[src/rtl/mem_access_initiator_pkg.sv]
// Shared types for the CPU-side memory-bus initiator.
// Pure declarations; no logic or latency.
// No flow control of its own.
package mem_access_initiator_pkg;

   typedef logic [11:0] word;

   // Bus read qualifier; DATA_READ is the idle/reset encoding.
   typedef enum logic {
      DATA_READ         = 1'b0,
      INSTRUCTION_FETCH = 1'b1
   } read_type_t;

   typedef enum logic [1:0] {
      FETCH   = 2'b00,
      READ    = 2'b01,
      WRITE   = 2'b10,
      EA_ONLY = 2'b11
   } mem_op_t;

   // Prefixed so they cannot collide with the read_type_t literals.
   typedef enum logic [2:0] {
      S_IDLE,
      S_IND_READ,
      S_AUTO_WRITE,
      S_DATA_READ,
      S_DATA_WRITE,
      S_COMPLETE
   } init_states;

   localparam word AUTO_LO_DEF = 12'o0010;
   localparam word AUTO_HI_DEF = 12'o0017;

endpackage

[src/rtl/mem_access_initiator_ea_former.sv]
// Direct effective address from Z bit / page / offset, plus auto-index range detect.
// Purely combinational, zero latency.
// No backpressure.
module mem_access_initiator_ea_former
   import mem_access_initiator_pkg::*;
#(
   parameter word AUTO_LO = AUTO_LO_DEF,
   parameter word AUTO_HI = AUTO_HI_DEF
) (
   input  logic       cur_page,
   input  logic [4:0] pc_page,
   input  logic [6:0] offset,
   output word        dir_addr,
   output logic       in_auto
);

   // Full 12-bit compare: a current-page address only qualifies when pc_page is zero.
   always_comb begin
      dir_addr = cur_page ? {pc_page, offset} : {5'b0, offset};
      in_auto  = (dir_addr >= AUTO_LO) && (dir_addr <= AUTO_HI);
   end

endmodule

[src/rtl/mem_access_initiator.sv]
// Memory-reference initiator: EA forming, indirect/auto-index pointer handling, final access.
// Each bus access lasts until mem_finished; done pulses one cycle after the last access.
// req is only sampled in IDLE; bus enables hold until the responder signals mem_finished.
module mem_access_initiator
   import mem_access_initiator_pkg::*;
#(
   parameter word AUTO_LO = AUTO_LO_DEF,
   parameter word AUTO_HI = AUTO_HI_DEF
) (
   input  logic        clk,
   input  logic        rst_n,
   input  logic        req,
   input  logic [1:0]  op,
   input  logic        indirect,
   input  logic        cur_page,
   input  logic [6:0]  offset,
   input  logic [11:0] pc,
   input  logic [11:0] wdata,
   output logic        busy,
   output logic        done,
   output logic [11:0] rdata,
   output logic [11:0] eff_addr,
   output logic        read_type,
   output logic [11:0] mem_address,
   output logic [11:0] mem_write_data,
   output logic        mem_read_enable,
   output logic        mem_write_enable,
   input  logic [11:0] mem_read_data,
   input  logic        mem_finished
);

   init_states state_q, state_d;
   mem_op_t    op_q, op_d, op_now;
   word        dir_q, dir_d, wlat_q, wlat_d, wd_now;
   word        addr_q, addr_d, wd_q, wd_d, rdata_q, rdata_d, eff_q, eff_d;
   logic       auto_q, auto_d, re_q, re_d, we_q, we_d;
   read_type_t rt_q, rt_d;
   word        dir_addr, fin_addr, ptr_inc;
   logic       in_auto, go_final;

   mem_access_initiator_ea_former #(.AUTO_LO(AUTO_LO), .AUTO_HI(AUTO_HI)) u_ea (
      .cur_page (cur_page),
      .pc_page  (pc[11:7]),
      .offset   (offset),
      .dir_addr (dir_addr),
      .in_auto  (in_auto)
   );

   assign ptr_inc = mem_read_data + 12'd1;

   // Next state and registered bus outputs; go_final funnels every path into the last access.
   always_comb begin
      state_d  = state_q;
      op_d     = op_q;
      dir_d    = dir_q;
      auto_d   = auto_q;
      wlat_d   = wlat_q;
      addr_d   = addr_q;
      wd_d     = wd_q;
      re_d     = re_q;
      we_d     = we_q;
      rdata_d  = rdata_q;
      eff_d    = eff_q;
      rt_d     = rt_q;
      go_final = 1'b0;
      fin_addr = addr_q;
      op_now   = op_q;
      wd_now   = wlat_q;
      case (state_q)
         S_IDLE: begin
            if (req) begin
               op_now = mem_op_t'(op);
               wd_now = wdata;
               op_d   = op_now;
               dir_d  = dir_addr;
               auto_d = in_auto;
               wlat_d = wdata;
               if (op_now == FETCH) begin
                  state_d = S_DATA_READ;
                  addr_d  = pc;
                  re_d    = 1'b1;
                  eff_d   = pc;
                  rt_d    = INSTRUCTION_FETCH;
               end else begin
                  rt_d = DATA_READ;
                  if (indirect) begin
                     state_d = S_IND_READ;
                     addr_d  = dir_addr;
                     re_d    = 1'b1;
                  end else begin
                     go_final = 1'b1;
                     fin_addr = dir_addr;
                  end
               end
            end
         end
         S_IND_READ: begin
            if (mem_finished) begin
               re_d = 1'b0;
               if (auto_q) begin
                  state_d = S_AUTO_WRITE;
                  addr_d  = dir_q;
                  wd_d    = ptr_inc;
                  we_d    = 1'b1;
               end else begin
                  go_final = 1'b1;
                  fin_addr = mem_read_data;
               end
            end
         end
         S_AUTO_WRITE: begin
            // The incremented pointer is still sitting in the write-data register.
            if (mem_finished) begin
               we_d     = 1'b0;
               go_final = 1'b1;
               fin_addr = wd_q;
            end
         end
         S_DATA_READ: begin
            if (mem_finished) begin
               re_d    = 1'b0;
               rdata_d = mem_read_data;
               state_d = S_COMPLETE;
            end
         end
         S_DATA_WRITE: begin
            if (mem_finished) begin
               we_d    = 1'b0;
               state_d = S_COMPLETE;
            end
         end
         S_COMPLETE: state_d = S_IDLE;
         default:    state_d = S_IDLE;
      endcase
      if (go_final) begin
         eff_d = fin_addr;
         case (op_now)
            READ: begin
               state_d = S_DATA_READ;
               addr_d  = fin_addr;
               re_d    = 1'b1;
            end
            WRITE: begin
               state_d = S_DATA_WRITE;
               addr_d  = fin_addr;
               wd_d    = wd_now;
               we_d    = 1'b1;
            end
            default: state_d = S_COMPLETE;
         endcase
      end
   end

   // State and output registers; reset drops the enables immediately.
   always_ff @(posedge clk or negedge rst_n) begin
      if (!rst_n) begin
         state_q <= S_IDLE;
         op_q    <= FETCH;
         dir_q   <= '0;
         auto_q  <= 1'b0;
         wlat_q  <= '0;
         addr_q  <= '0;
         wd_q    <= '0;
         re_q    <= 1'b0;
         we_q    <= 1'b0;
         rdata_q <= '0;
         eff_q   <= '0;
         rt_q    <= DATA_READ;
      end else begin
         state_q <= state_d;
         op_q    <= op_d;
         dir_q   <= dir_d;
         auto_q  <= auto_d;
         wlat_q  <= wlat_d;
         addr_q  <= addr_d;
         wd_q    <= wd_d;
         re_q    <= re_d;
         we_q    <= we_d;
         rdata_q <= rdata_d;
         eff_q   <= eff_d;
         rt_q    <= rt_d;
      end
   end

   assign busy             = (state_q != S_IDLE);
   assign done             = (state_q == S_COMPLETE);
   assign rdata            = rdata_q;
   assign eff_addr         = eff_q;
   assign read_type        = rt_q;
   assign mem_address      = addr_q;
   assign mem_write_data   = wd_q;
   assign mem_read_enable  = re_q;
   assign mem_write_enable = we_q;

endmodule

[config.mk]
export PLATFORM = sky130hd
export DESIGN_NAME = mem_access_initiator
export DESIGN_NICKNAME = d
export VERILOG_FILES = /design/src/rtl/mem_access_initiator_pkg.sv /design/src/rtl/mem_access_initiator_ea_former.sv /design/src/rtl/mem_access_initiator.sv
export SDC_FILE = /design/constraint.sdc
export NUM_CORES = 1
export LEC_CHECK = 0
export CAP_MARGIN = 25
export CELL_PAD_IN_SITES_DETAIL_PLACEMENT = 2
export CELL_PAD_IN_SITES_GLOBAL_PLACEMENT = 2
export CORE_MARGIN = 4
export CORE_UTILIZATION = 29
export DETAILED_ROUTE_END_ITERATION = 12
export PLACE_DENSITY = 0.78
export SYNTH_ARGS = -nofsm -noshare
export SYNTH_HDL_FRONTEND = slang
export SYNTH_HIERARCHICAL = 1
export SYNTH_SLANG_ARGS = --single-unit
export TNS_END_PERCENT = 50
[constraint.sdc]
create_clock -name clk -period 2.7 [get_ports clk]
set_input_delay 0.54 -clock clk [delete_from_list [all_inputs] [get_ports clk]]
set_output_delay 0.54 -clock clk [all_outputs]
set_load 0.1 [all_outputs]
# Yosys cells after proc, flatten, opt, wreduce, memory -nomap -nowiden
# Cells that the tools add are included.
# W data, S select, Z words.
# word_totals
output_inout_bits	53
in_bits	51
register_bits	81
wordCells	102
# op_classes
n_lt_le_gt_ge	2
addsub	1
reduce_logical	15
mux	59
eq_ne	13
# op_table
operator	n
$mux W12	25
$pmux W12 S3	1
$pmux W12 S2	1
$mux W3	7
$mux W1	18
$add A12 B1 Y12 const B	1
$ge A12 B4 Y1 const B	1
$le A12 B4 Y1 const B	1
$pmux W3 S4	1
$ne A3 B3 Y1 const B	3
$reduce_or A2 Y1	4
$eq A3 B2 Y1 const B	2
$eq A3 B3 Y1 const B	2
$pmux W3 S2	1
$reduce_and A6 Y1	1
$reduce_bool A2 Y1	3
$mux W2	2
$ne A4 B4 Y1 const B	1
$pmux W1 S2	2
$reduce_and A2 Y1	2
$eq A3 B1 Y1 const B	1
$logic_not A3 Y1	1
$ne A3 B1 Y1 const B	1
$pmux W1 S3	1
other kinds (7)	7

# Depth between registers and ports, before layout
# Gate-level depths: netlist of run 1.
# logic_depth
depth_word	7
ltp_mapped	11

# Hierarchy
# Netlist of run 1, hierarchy kept.
# by_module_without_submodules
mod	area_per_inst_um2	instances	cells_per_inst
mem_access_initiator	4655.7	1	453
mem_access_initiator_ea_former	115.1	1	15

# Worst setup path after synthesis of run 1
# OpenSTA, ideal clock, no wires.
# synth_path
path_kind	register -> register
from	register state_q[2]
to	register addr_q[1], in the netlist mem_address[1]
arrival_ns	2.686
period_less_slack_ns	2.812
required_time_ns	2.574
path_slack_ns	-0.112
setup_ns	0.126
stages_incl_launch_ff	12
path_cell_list	dfrtp_1 > clkbuf_1 > nor4b_2 > buf_2 > buf_2 > buf_2 > mux2i_1 > ha_1 > a21oi_1 > nor2_1 > buf_2 > a221o_1
# synth_between
elab_chain_cells	6
word_cells_on_any_way	12
# synth_rtl
element	line	rtl
from (decl)	mem_access_initiator.sv:32	init_states state_q, state_d;
from (signal assigned)	mem_access_initiator.sv:170	state_q <= state_d;
$logic_not A3 Y1	mem_access_initiator.sv:69	case (state_q)
$mux W2	n/a	
$eq A2 B2 Y1 or $eq A2 B1 Y1 (tied branches)	mem_access_initiator.sv:137	case (op_now)
$reduce_or A2 Y1 (no source line)	n/a	
$mux W12	mem_access_initiator.sv:137	
$mux W12 (*)	mem_access_initiator.sv:135	if (go_final) begin
named net addr_d[1]	mem_access_initiator.sv:35	word addr_q, addr_d, wd_q, wd_d, rdata_q, rdata_d, eff_q, eff_d;
to (signal assigned)	mem_access_initiator.sv:175	addr_q <= addr_d;
to (decl)	mem_access_initiator.sv:35	
# The timed path passes the listed nets; every way through them passes the cells marked *.
# A chain may end at the register's enable or synchronous reset.

# Worst setup path after layout of run 1
# layout_path
from	register state_q[1]
to	output port busy
# layout_between
elab_chain_cells	1
# layout_rtl
element	line	rtl
$reduce_bool A3 Y1	mem_access_initiator.sv:185	assign busy = (state_q != S_IDLE);
to (decl)	mem_access_initiator.sv:19	output logic busy,
# Every way passes these cells.

==> run_results.csv, run 1 <==
group,metric,value,unit
status,status,"finished clean",
logic_synthesis,ys_seq_area_share,42.5,%
drt,dr.pass1.iters,4,
drt,drc,0,
timing,setup_viol,0,
layout,syn2layout_area_growth,36.0,%
clocking,clk_pin_slew,60,ps
timing,fin_crit_sh,94.7,%
timing,maxSlewViolCount,0,
logic_synthesis,syn-cell-area,0.00477,mm2
timing,clock_skew,5.80,ps
logic_synthesis,syn_inst,468,
layout,diodes,0,
global_route,top_usage_layer,"met2",
global_route,grt_pass1_vias,4883,
timing,relSlewSlack,63.6,%
global_route,met2_usage,36.9,%
layout,drive_gt1_share,28.6,%
global_route,grtUsageMet1,25.6,%
global_route,antenna_found_initial,0,
placement,place_hpwl,14200,um
drt,drtIter0Drc,260,
global_route,grtUsageMet3,3.44,%
clocking,max-clock-path-buffers,2,
clocking,cts_tree,"done",
worst_hold_path,hold_class,"primary input to asynchronous set/reset pin",
timing,final.min_clock_period,2560,ps
global_route,grt_overflow_total,0,
logic_synthesis,avgSynthCellArea,10.2,um2
timing,worst_pin_slew,547,ps
drt,wl_per_cell,23.3,um
floorplanning,dieArea,0.0186,mm2
timing,rsz0062_at_grt,"no",
logic_synthesis,synth_cell_types,53,
timing,final.setup.tns,0,ps
drt,drt-total-wl,18800,um
floorplanning,die_w,136,um
setup_path,cp-start-kind,"flop",
drt,antenna_left,0,
logic_synthesis,syn_nets,524,
logic_synthesis,synth_warnings,6,
timing,hold_viol_final,0,
layout,multi_input_area,0.00253,mm2
logic_synthesis,synthFlopType,"dfrtp_1",
global_route,grt_max_degree,45,
logic_synthesis,synthDominantAreaCellType,"dfrtp_1",
floorplanning,core,0.0160,mm2
placement,port_buffers,103,
layout,layout.nets,642,
drt,vias,4268,
clocking,cts.htree.levels,3,
layout,fin_util,40.5,%
clocking,cts_buffers,9,
global_route,track_usage,21.0,%
drt,vias_per_cell,5.29,
clocking,ctsRootBufferMaster,"clkbuf_16",
layout,fillers,1737,
clocking,cts_sinks,81,
logic_synthesis,synthArstFlopShare,100,%
setup_path,crit_required,2160,ps
setup_path,cp-end-kind,"output port",
clocking,hold_buffers,0,
logic_synthesis,netlist_top_cells_area,"dfrtp_1, mux2_2, mux2i_1, a21oi_1, nand3_1",
placement,gp_congestion,0.839,
floorplanning,initial_core_util,29.8,%
clocking,insertion_delay,360,ps
setup_path,cp_max_fo,16,
floorplanning,io_pins,104,
layout,seqCellArea,0.00203,mm2
logic_synthesis,synth-edff-count,0,
logic_synthesis,ys_ff_latch,81,
global_route,grt_first_pass_wirelength,29400,um
timing,max_freq,391,MHz
setup_path,reg2regPathDepth,7,
flow_run,maxCapViolations,0,
logic_synthesis,synth_top_area_share,42.5,%
setup_path,cp_data_arrival_time,2020,ps
floorplanning,fp.dieH,136,um
floorplanning,rows,46,
setup_path,critPathKind,"flop to output port",
## state kept, by name (all words and copies together) (netlist names)
| register | flops |
|---|---|
| mem_write_data | 12 |
| read_type | 1 |
| state_q | 3 |
| rdata | 12 |
| op_q | 2 |
| mem_write_enable | 1 |
| auto_q | 1 |
| mem_address | 12 |
| mem_read_enable | 1 |
| dir_q | 12 |
| eff_addr | 12 |
| wlat_q | 12 |
## per-stage QoR
stage	setup WS (ps)	std cells	hold WS [ps]	area [um2]
2_1_floorplan	17.6	468	244	4780
3_3_place_gp	-324	790	478	6130
3_5_place_dp	-376	790	475	6130
4_1_cts	97.6	806	186	6460
5_1_grt	25.2	807	207	6490
6_report	144	807	162	6490
## repair_timing
item | in CTS | in global routing
gates resized for setup | 1 | 3
endpoints found under the hold margin | 0 | 0
endpoints found under the setup margin | 2 | 12
pin swaps | 0 | 0
buffers inserted | 0 | 1
## layout make-up
class                   count  area share, %
clock inverters             4           1.16
multi-input cells         339           39.0
repair buffers            146           19.9
flip-flops and latches     81           31.2
inverters                   9          0.521
well taps                 216           4.17
clock buffers              12           3.95
## final timing paths
check	from	endpoint	slack [ps]
worst min register to register	read_type	read_type	490
worst max-delay path	state_q[1]	busy	140
worst max register to register	state_q[1]	mem_address[5]	350
max in group asynchronous	rst_n	wlat_q[3]	1890
min in group clk	read_type	read_type	490
worst min-delay path	rst_n	eff_addr[0]	160
## cells in the final DEF, fill, tap and decap left out, drive strengths merged, types with 17 or more instances in the layout
cell and instances:
nand3 29, dfrtp 81, nor2 19, nand2 36, mux2i 36, clkdlybuf4s50 49
o21ai 24, and3 17, a21oi 31, buf 97, mux2 44
## cells by family (layout without fill, tap and decap cells)
family / after synthesis / after routing / share of synthesized area (%)
xor+xnor: 10 / 10 / 1.84
flops: 81 / 81 / 42.5
compound gates: 110 / 110 / 15.9
mux: 80 / 80 / 18.3
simple gates: 134 / 134 / 15.1
buf+inv: 48 / 171 / 5.09
fa+ha+maj: 5 / 5 / 1.31
## per-layer routing
layer / vias up / part of all wire, % / wire [um]
li1: 1944 / - / -
met1: 2197 / 42 / 7830
met2: 97 / 52 / 9800
met3: 30 / 3.5 / 656
met4: 0 / 2.6 / 492
met5: - / 0 / 0
## synth_stat cells, drive strengths merged (2+ instances only)
cell type / number
a22o: 10
nand3b: 2
xnor2: 9
and3: 17
clkbuf: 16
a21oi: 31
inv: 9
mux2: 44
o31ai: 2
ha: 5
nand2: 36
nor2: 19
or3: 2
buf: 23
and2: 8
or4b: 2
nor3: 3
nand2b: 2
mux2i: 36
nor4: 2
nor2b: 4
a211o: 10
dfrtp: 81
o21ai: 24
o211ai: 4
o21a: 2
nor3b: 2
or2: 2
nand3: 29
a221o: 13
a31oi: 4
## worst max-delay path, stage by stage (launching register included)
cell and delay [ps]:
dfrtp_1 420, buf_4 210, or2_2 440, nor2_1 250, inv_1 150, buf_12 190
Power of run 1 is not shown: default switching activity piles up to over one toggle a cycle in this logic, so the estimate is an artifact.
==> run 2, diff against run 1 <==
--- a/config.mk
+++ b/config.mk
@@ -9,11 +9,10 @@
 export CELL_PAD_IN_SITES_DETAIL_PLACEMENT = 2
 export CELL_PAD_IN_SITES_GLOBAL_PLACEMENT = 2
 export CORE_MARGIN = 4
-export CORE_UTILIZATION = 29
+export CORE_UTILIZATION = 28
 export DETAILED_ROUTE_END_ITERATION = 12
-export PLACE_DENSITY = 0.78
+export PLACE_DENSITY = 0.77
 export SYNTH_ARGS = -nofsm -noshare
 export SYNTH_HDL_FRONTEND = slang
-export SYNTH_HIERARCHICAL = 1
 export SYNTH_SLANG_ARGS = --single-unit
 export TNS_END_PERCENT = 50
==> run_results.csv, run 2 <==
group,metric,value,unit
logic_synthesis,synthArstFlopShare,100,%
floorplanning,die_w,137,um
setup_path,cp-start-kind,"primary input",
logic_synthesis,netlist_top_cells_area,"dfrtp_1, mux2_2, o21ai_0, nand2_1, a22oi_1",
logic_synthesis,synth_most_common_cell,"dfrtp_1",
drt,route.met2.wl,9630,um
layout,layout_commonest_cell,"buf_4",
setup_path,crit_required,2940,ps
floorplanning,fp.dieH,137,um
drt,drt-total-wl,19100,um
drt,dr.max_layer_used,"met4",
clocking,cts.htree.levels,3,
flow_run,maxCapViolations,0,
clocking,cts_tree,"done",
floorplanning,initial_core_util,28.9,%
logic_synthesis,syn-cell-area,0.00466,mm2
logic_synthesis,synth_warnings,0,
layout,diodes,0,
setup_path,r2r_setup_slack,320,ps
setup_path,reg2regPathDepth,6,
logic_synthesis,synthFlopType,"dfrtp_1",
status,status,"finished clean",
timing,max_freq,382,MHz
layout,drive_gt1_share,28.9,%
drt,dr.pass1.iters,5,
timing,worst_pin_slew,859,ps
clocking,ctsRootBufferMaster,"clkbuf_16",
logic_synthesis,synth_top_area_share,43.5,%
clocking,clk_pin_slew,60,ps
logic_synthesis,synth_cell_types,52,
layout,multi_input_area,0.00248,mm2
drt,drtIter0Drc,231,
layout,layout.nets,656,
logic_synthesis,synthTopCellsByCount,"dfrtp_1, o21ai_0, nand2_1",
setup_path,r2r-end,"mem_write_data[10]",
floorplanning,core,0.0161,mm2
floorplanning,rows,46,
logic_synthesis,syn_nets,534,
drt,drc,0,
global_route,grt_first_pass_wirelength,29800,um
setup_path,cp_max_fo,6,
logic_synthesis,ys_ff_latch,81,
logic_synthesis,avgSynthCellArea,9.75,um2
drt,antenna_left,0,
global_route,grt_pass1_vias,4950,
timing,final.min_clock_period,2620,ps
timing,fin_crit_sh,96.9,%
global_route,track_usage,21.0,%
layout,syn2layout_area_growth,36.7,%
drt,wl_per_cell,23.3,um
layout,final_cell_mix,"buf_4, dfrtp_1, o21ai_0",
timing,relSlewSlack,42.5,%
logic_synthesis,syn_inst,478,
setup_path,reg2reg_from,"state_q[1]",
floorplanning,dieArea,0.0188,mm2
clocking,insertion_delay,360,ps
drt,route.met3.wl,859,um
setup_path,cp_data_arrival_time,2850,ps
logic_synthesis,ys_seq_area_share,43.5,%
clocking,cts_buffers,9,
global_route,grt_max_degree,47,
logic_synthesis,synth-edff-count,0,
layout,fillers,1730,
drt,vias_per_cell,5.47,
placement,port_buffers,103,
global_route,grt_overflow_total,0,
floorplanning,io_pins,104,
setup_path,critPathKind,"primary input to flop",
drt,vias,4494,
timing,maxSlewViolCount,0,
worst_hold_path,hold_class,"primary input to asynchronous set/reset pin",
clocking,cts_sinks,81,
global_route,antenna_found_initial,0,
placement,gp_congestion,0.849,
timing,setup_viol,0,
layout,seqCellArea,0.00203,mm2
timing,clock_skew,8.92,ps
drt,wl_met1,8220,um
logic_synthesis,synthDominantAreaCellType,"dfrtp_1",
setup_path,cp-end-kind,"flop",
timing,hold_viol_final,0,
clocking,hold_buffers,0,
timing,final.setup.tns,0,ps
timing,rsz0062_at_grt,"no",
clocking,max-clock-path-buffers,2,
placement,place_hpwl,14200,um
-- run 2: cell count changes after synthesis, sizes merged, moves of 8 or more --
cell   previous run  this run
and3             17         8
a22o             10         0
and2              8         0
o21ai            24        67
a221o            13         0
mux2             44        52
a211o            10         2
a22oi             1        23
nand3            29        15
mux2i            36         9
nand2            36        52
-- run 2: cells by family (layout without fill, tap and decap cells) --
family                   Yosys count  count (layout)  share of synthesized area (%)
adder cells (fa/ha/maj)            5               5                           1.34
AND/OR/NAND/NOR                  120             120                           12.8
XOR/XNOR                          10              10                           1.88
AO/OA/AOI/OAI                    163             164                           21.7
flip-flops                        81              81                           43.5
multiplexers                      61              61                           14.9
buffers and inverters             38             164                           3.87
-- run 2: metal layers --
layer | GRT usage (%) | vias up
met5 | 0 | -
met2 | 35.7 | 133
met1 | 26.9 | 2322
li1 | - | 2007
met4 | 7.54 | 0
met3 | 3.27 | 32
-- run 2: stage by stage --
stage	cells	utilization (%)	instance area, um2	setup WS, ps	hold slack [ps]
3_3_place_gp	804	37.4	6030	-345	467
6_report	821	39.5	6370	84.4	155
4_1_cts	821	39.5	6370	95.6	166
5_1_grt	821	39.5	6370	4.09	182
2_1_floorplan	478	-	4660	60.2	244
3_5_place_dp	804	37.4	6030	-453	475
-- run 2: worst max-delay path by stage --
stage               startpoint                  to  slack [ps]  cells past startpoint
floorplan                  req      mem_address[7]          60                     10
global placement           req   mem_write_data[6]        -350                      7
detailed placement         req   mem_write_data[3]        -450                      7
CTS                        req  mem_write_data[10]         100                      7
global route               req      mem_address[8]           4                      8
finish                     req  mem_write_data[10]          80                      7
-- run 2: what timing repair did --
action | in CTS | in global routing
endpoints found under the setup margin | 22 | 1
setup buffers | 0 | 0
resized for setup | 2 | 1
endpoints found under the hold margin | 0 | 0
cloned | 1 | 0
-- run 2: area by class of cell --
cell class                 count  area share [%]
inverter                       9           0.530
clock inverter                 6            1.45
sequential                    81            31.8
tap                          216            4.24
clock buffer                  10            3.59
timing repair buffer         139            19.5
multi-input combinational    360            38.9
-- run 2: worst max-delay path, cell delays in order --
cell and delay, ps:
clkdlybuf4s50_1 500, or4b_4 520, mux2_2 320, buf_4 150, ha_1 260, o21ai_4 170, mux2_2 380
Power of run 2 is left out for the same reason.
==> run 3, diff against run 2 <==
--- a/config.mk
+++ b/config.mk
@@ -9,9 +9,9 @@
 export CELL_PAD_IN_SITES_DETAIL_PLACEMENT = 2
 export CELL_PAD_IN_SITES_GLOBAL_PLACEMENT = 2
 export CORE_MARGIN = 4
-export CORE_UTILIZATION = 28
+export CORE_UTILIZATION = 31
 export DETAILED_ROUTE_END_ITERATION = 12
-export PLACE_DENSITY = 0.77
+export PLACE_DENSITY = 0.81
 export SYNTH_ARGS = -nofsm -noshare
 export SYNTH_HDL_FRONTEND = slang
 export SYNTH_SLANG_ARGS = --single-unit
==> constraint.sdc (replaced) <==
create_clock -name clk -period 2.9 [get_ports clk]
set_input_delay 0.58 -clock clk [delete_from_list [all_inputs] [get_ports clk]]
set_output_delay 0.58 -clock clk [all_outputs]
set_load 0.1 [all_outputs]
==> run_results.csv, run 3 (same netlist as run 2, synthesis figures left out) <==
group,metric,value,unit
global_route,grt_first_pass_wirelength,29600,um
timing,setup_viol,0,
clocking,ctsRootBufferMaster,"clkbuf_16",
layout,layout.nets,646,
setup_path,reg2reg_from,"state_q[1]",
setup_path,timing.critical_path.mode_cell,"mux2_2",
layout,final_cell_mix,"dfrtp_1, buf_4, o21ai_0",
setup_path,cp-end-kind,"flop",
drt,antenna_left,0,
drt,drtIter0Drc,307,
status,status,"finished clean",
global_route,grt_pass1_vias,5037,
clocking,max-clock-path-buffers,2,
placement,place_inst,763,
layout,syn2layout_area_growth,33.3,%
placement,place_hpwl,13500,um
layout,layout_commonest_cell,"dfrtp_1",
global_route,track_usage,22.9,%
drt,drc,0,
timing,rsz0062_at_grt,"no",
floorplanning,die_w,131,um
global_route,antenna_found_initial,0,
layout,fin_cells,779,
flow_run,maxCapViolations,0,
drt,vias_per_cell,5.71,
placement,gp_congestion,0.846,
clocking,cts_tree,"done",
timing,clock_skew,7.48,ps
floorplanning,initial_core_util,31.8,%
clocking,cts_sinks,81,
timing,relSlewSlack,51.5,%
setup_path,critPathKind,"primary input to flop",
layout,design_area,0.00621,mm2
setup_path,r2r_setup_slack,470,ps
floorplanning,core,0.0146,mm2
clocking,cts_buffers,9,
drt,wl_per_cell,24.1,um
setup_path,crit_slowest_cell,"or4b_1",
clocking,hold_buffers,0,
clocking,cts_resized,0,
floorplanning,io_pins,104,
setup_path,worstSetupEndpoint,"mem_write_data[10]",
setup_path,cp_max_fo,12,
layout,diodes,0,
timing,holdWs,276,ps
global_route,grt_max_degree,52,
layout,fin_util,42.4,%
global_route,grt_overflow_total,0,
layout,drive_gt1_share,27.6,%
clocking,clk_pin_slew,70,ps
floorplanning,fp.dieH,131,um
clocking,cts.htree.levels,3,
setup_path,cp-startpoint,"req",
setup_path,cp-start-kind,"primary input",
drt,dr.pass1.iters,5,
clocking,insertion_delay,350,ps
setup_path,r2r-end,"mem_write_data[10]",
setup_path,cp_data_arrival_time,2950,ps
timing,max_freq,368,MHz
drt,drt-total-wl,18800,um
timing,final.min_clock_period,2720,ps
drt,vias,4451,
setup_path,crit_required,3130,ps
timing,maxSlewViolCount,0,
placement,port_buffers,103,
floorplanning,rows,44,
setup_path,path_cells,"clkdlybuf4s50_1 > or4b_1 > mux2_2 > buf_4 > ha_1 > o21ai_4 > mux2_2",
floorplanning,dieArea,0.0171,mm2
worst_hold_path,hold_class,"primary input to asynchronous set/reset pin",
setup_path,reg2regPathDepth,6,
timing,hold_viol_final,0,
timing,worst_pin_slew,725,ps
setup_path,cp_slowest_stage_delay,550,ps
clocking,cts_setup_buffers,0,
placement,placed_area,0.00588,mm2
timing,fin_crit_sh,93.6,%
[run 3: per-stage QoR]
stage               setup slack [ps]  TNS (ps)
floorplan                        220         0
global placement                -110     -1980
detailed placement              -174     -2910
CTS                              175         0
global route                    85.2         0
finish                           185         0
[run 3: per-layer routing]
metal | track usage (%) | wire length, um | vias to the layer above
li1 | - | - | 1985
met1 | 29.8 | 7950 | 2307
met2 | 38.9 | 9560 | 128
met3 | 2.64 | 743 | 31
met4 | 9.32 | 514 | 0
met5 | 0 | 0 | -
[run 3: worst min-delay path by stage]
stage,cells after the start,start,slack [ps],to
5_1_grt,1,rst_n,340,eff_addr[2]
3_3_place_gp,2,dir_q[8],470,dir_q[8]
4_1_cts,1,rst_n,310,eff_addr[2]
3_5_place_dp,1,read_type,480,read_type
2_1_floorplan,0,rst_n,280,auto_q
6_report,1,rst_n,280,eff_addr[2]
[run 3: cell type report]
type / instances / area [um2]
Fill cell: 1603 / 8430
Multi-Input combinational cell: 359 / 2450
Sequential cell: 81 / 2030
Timing Repair Buffer: 130 / 1140
Clock buffer: 11 / 253
Tap cell: 184 / 230
Clock inverter: 5 / 77.6
Inverter: 9 / 33.8
[run 3: worst max-delay path: cells and delay by family]
family | cells | cell delay, ps
mux | 2 | 730
buf+inv | 2 | 650
simple gates | 1 | 550
fa+ha+maj | 1 | 210
compound gates | 1 | 210
Power of run 3 is left out for the same reason.
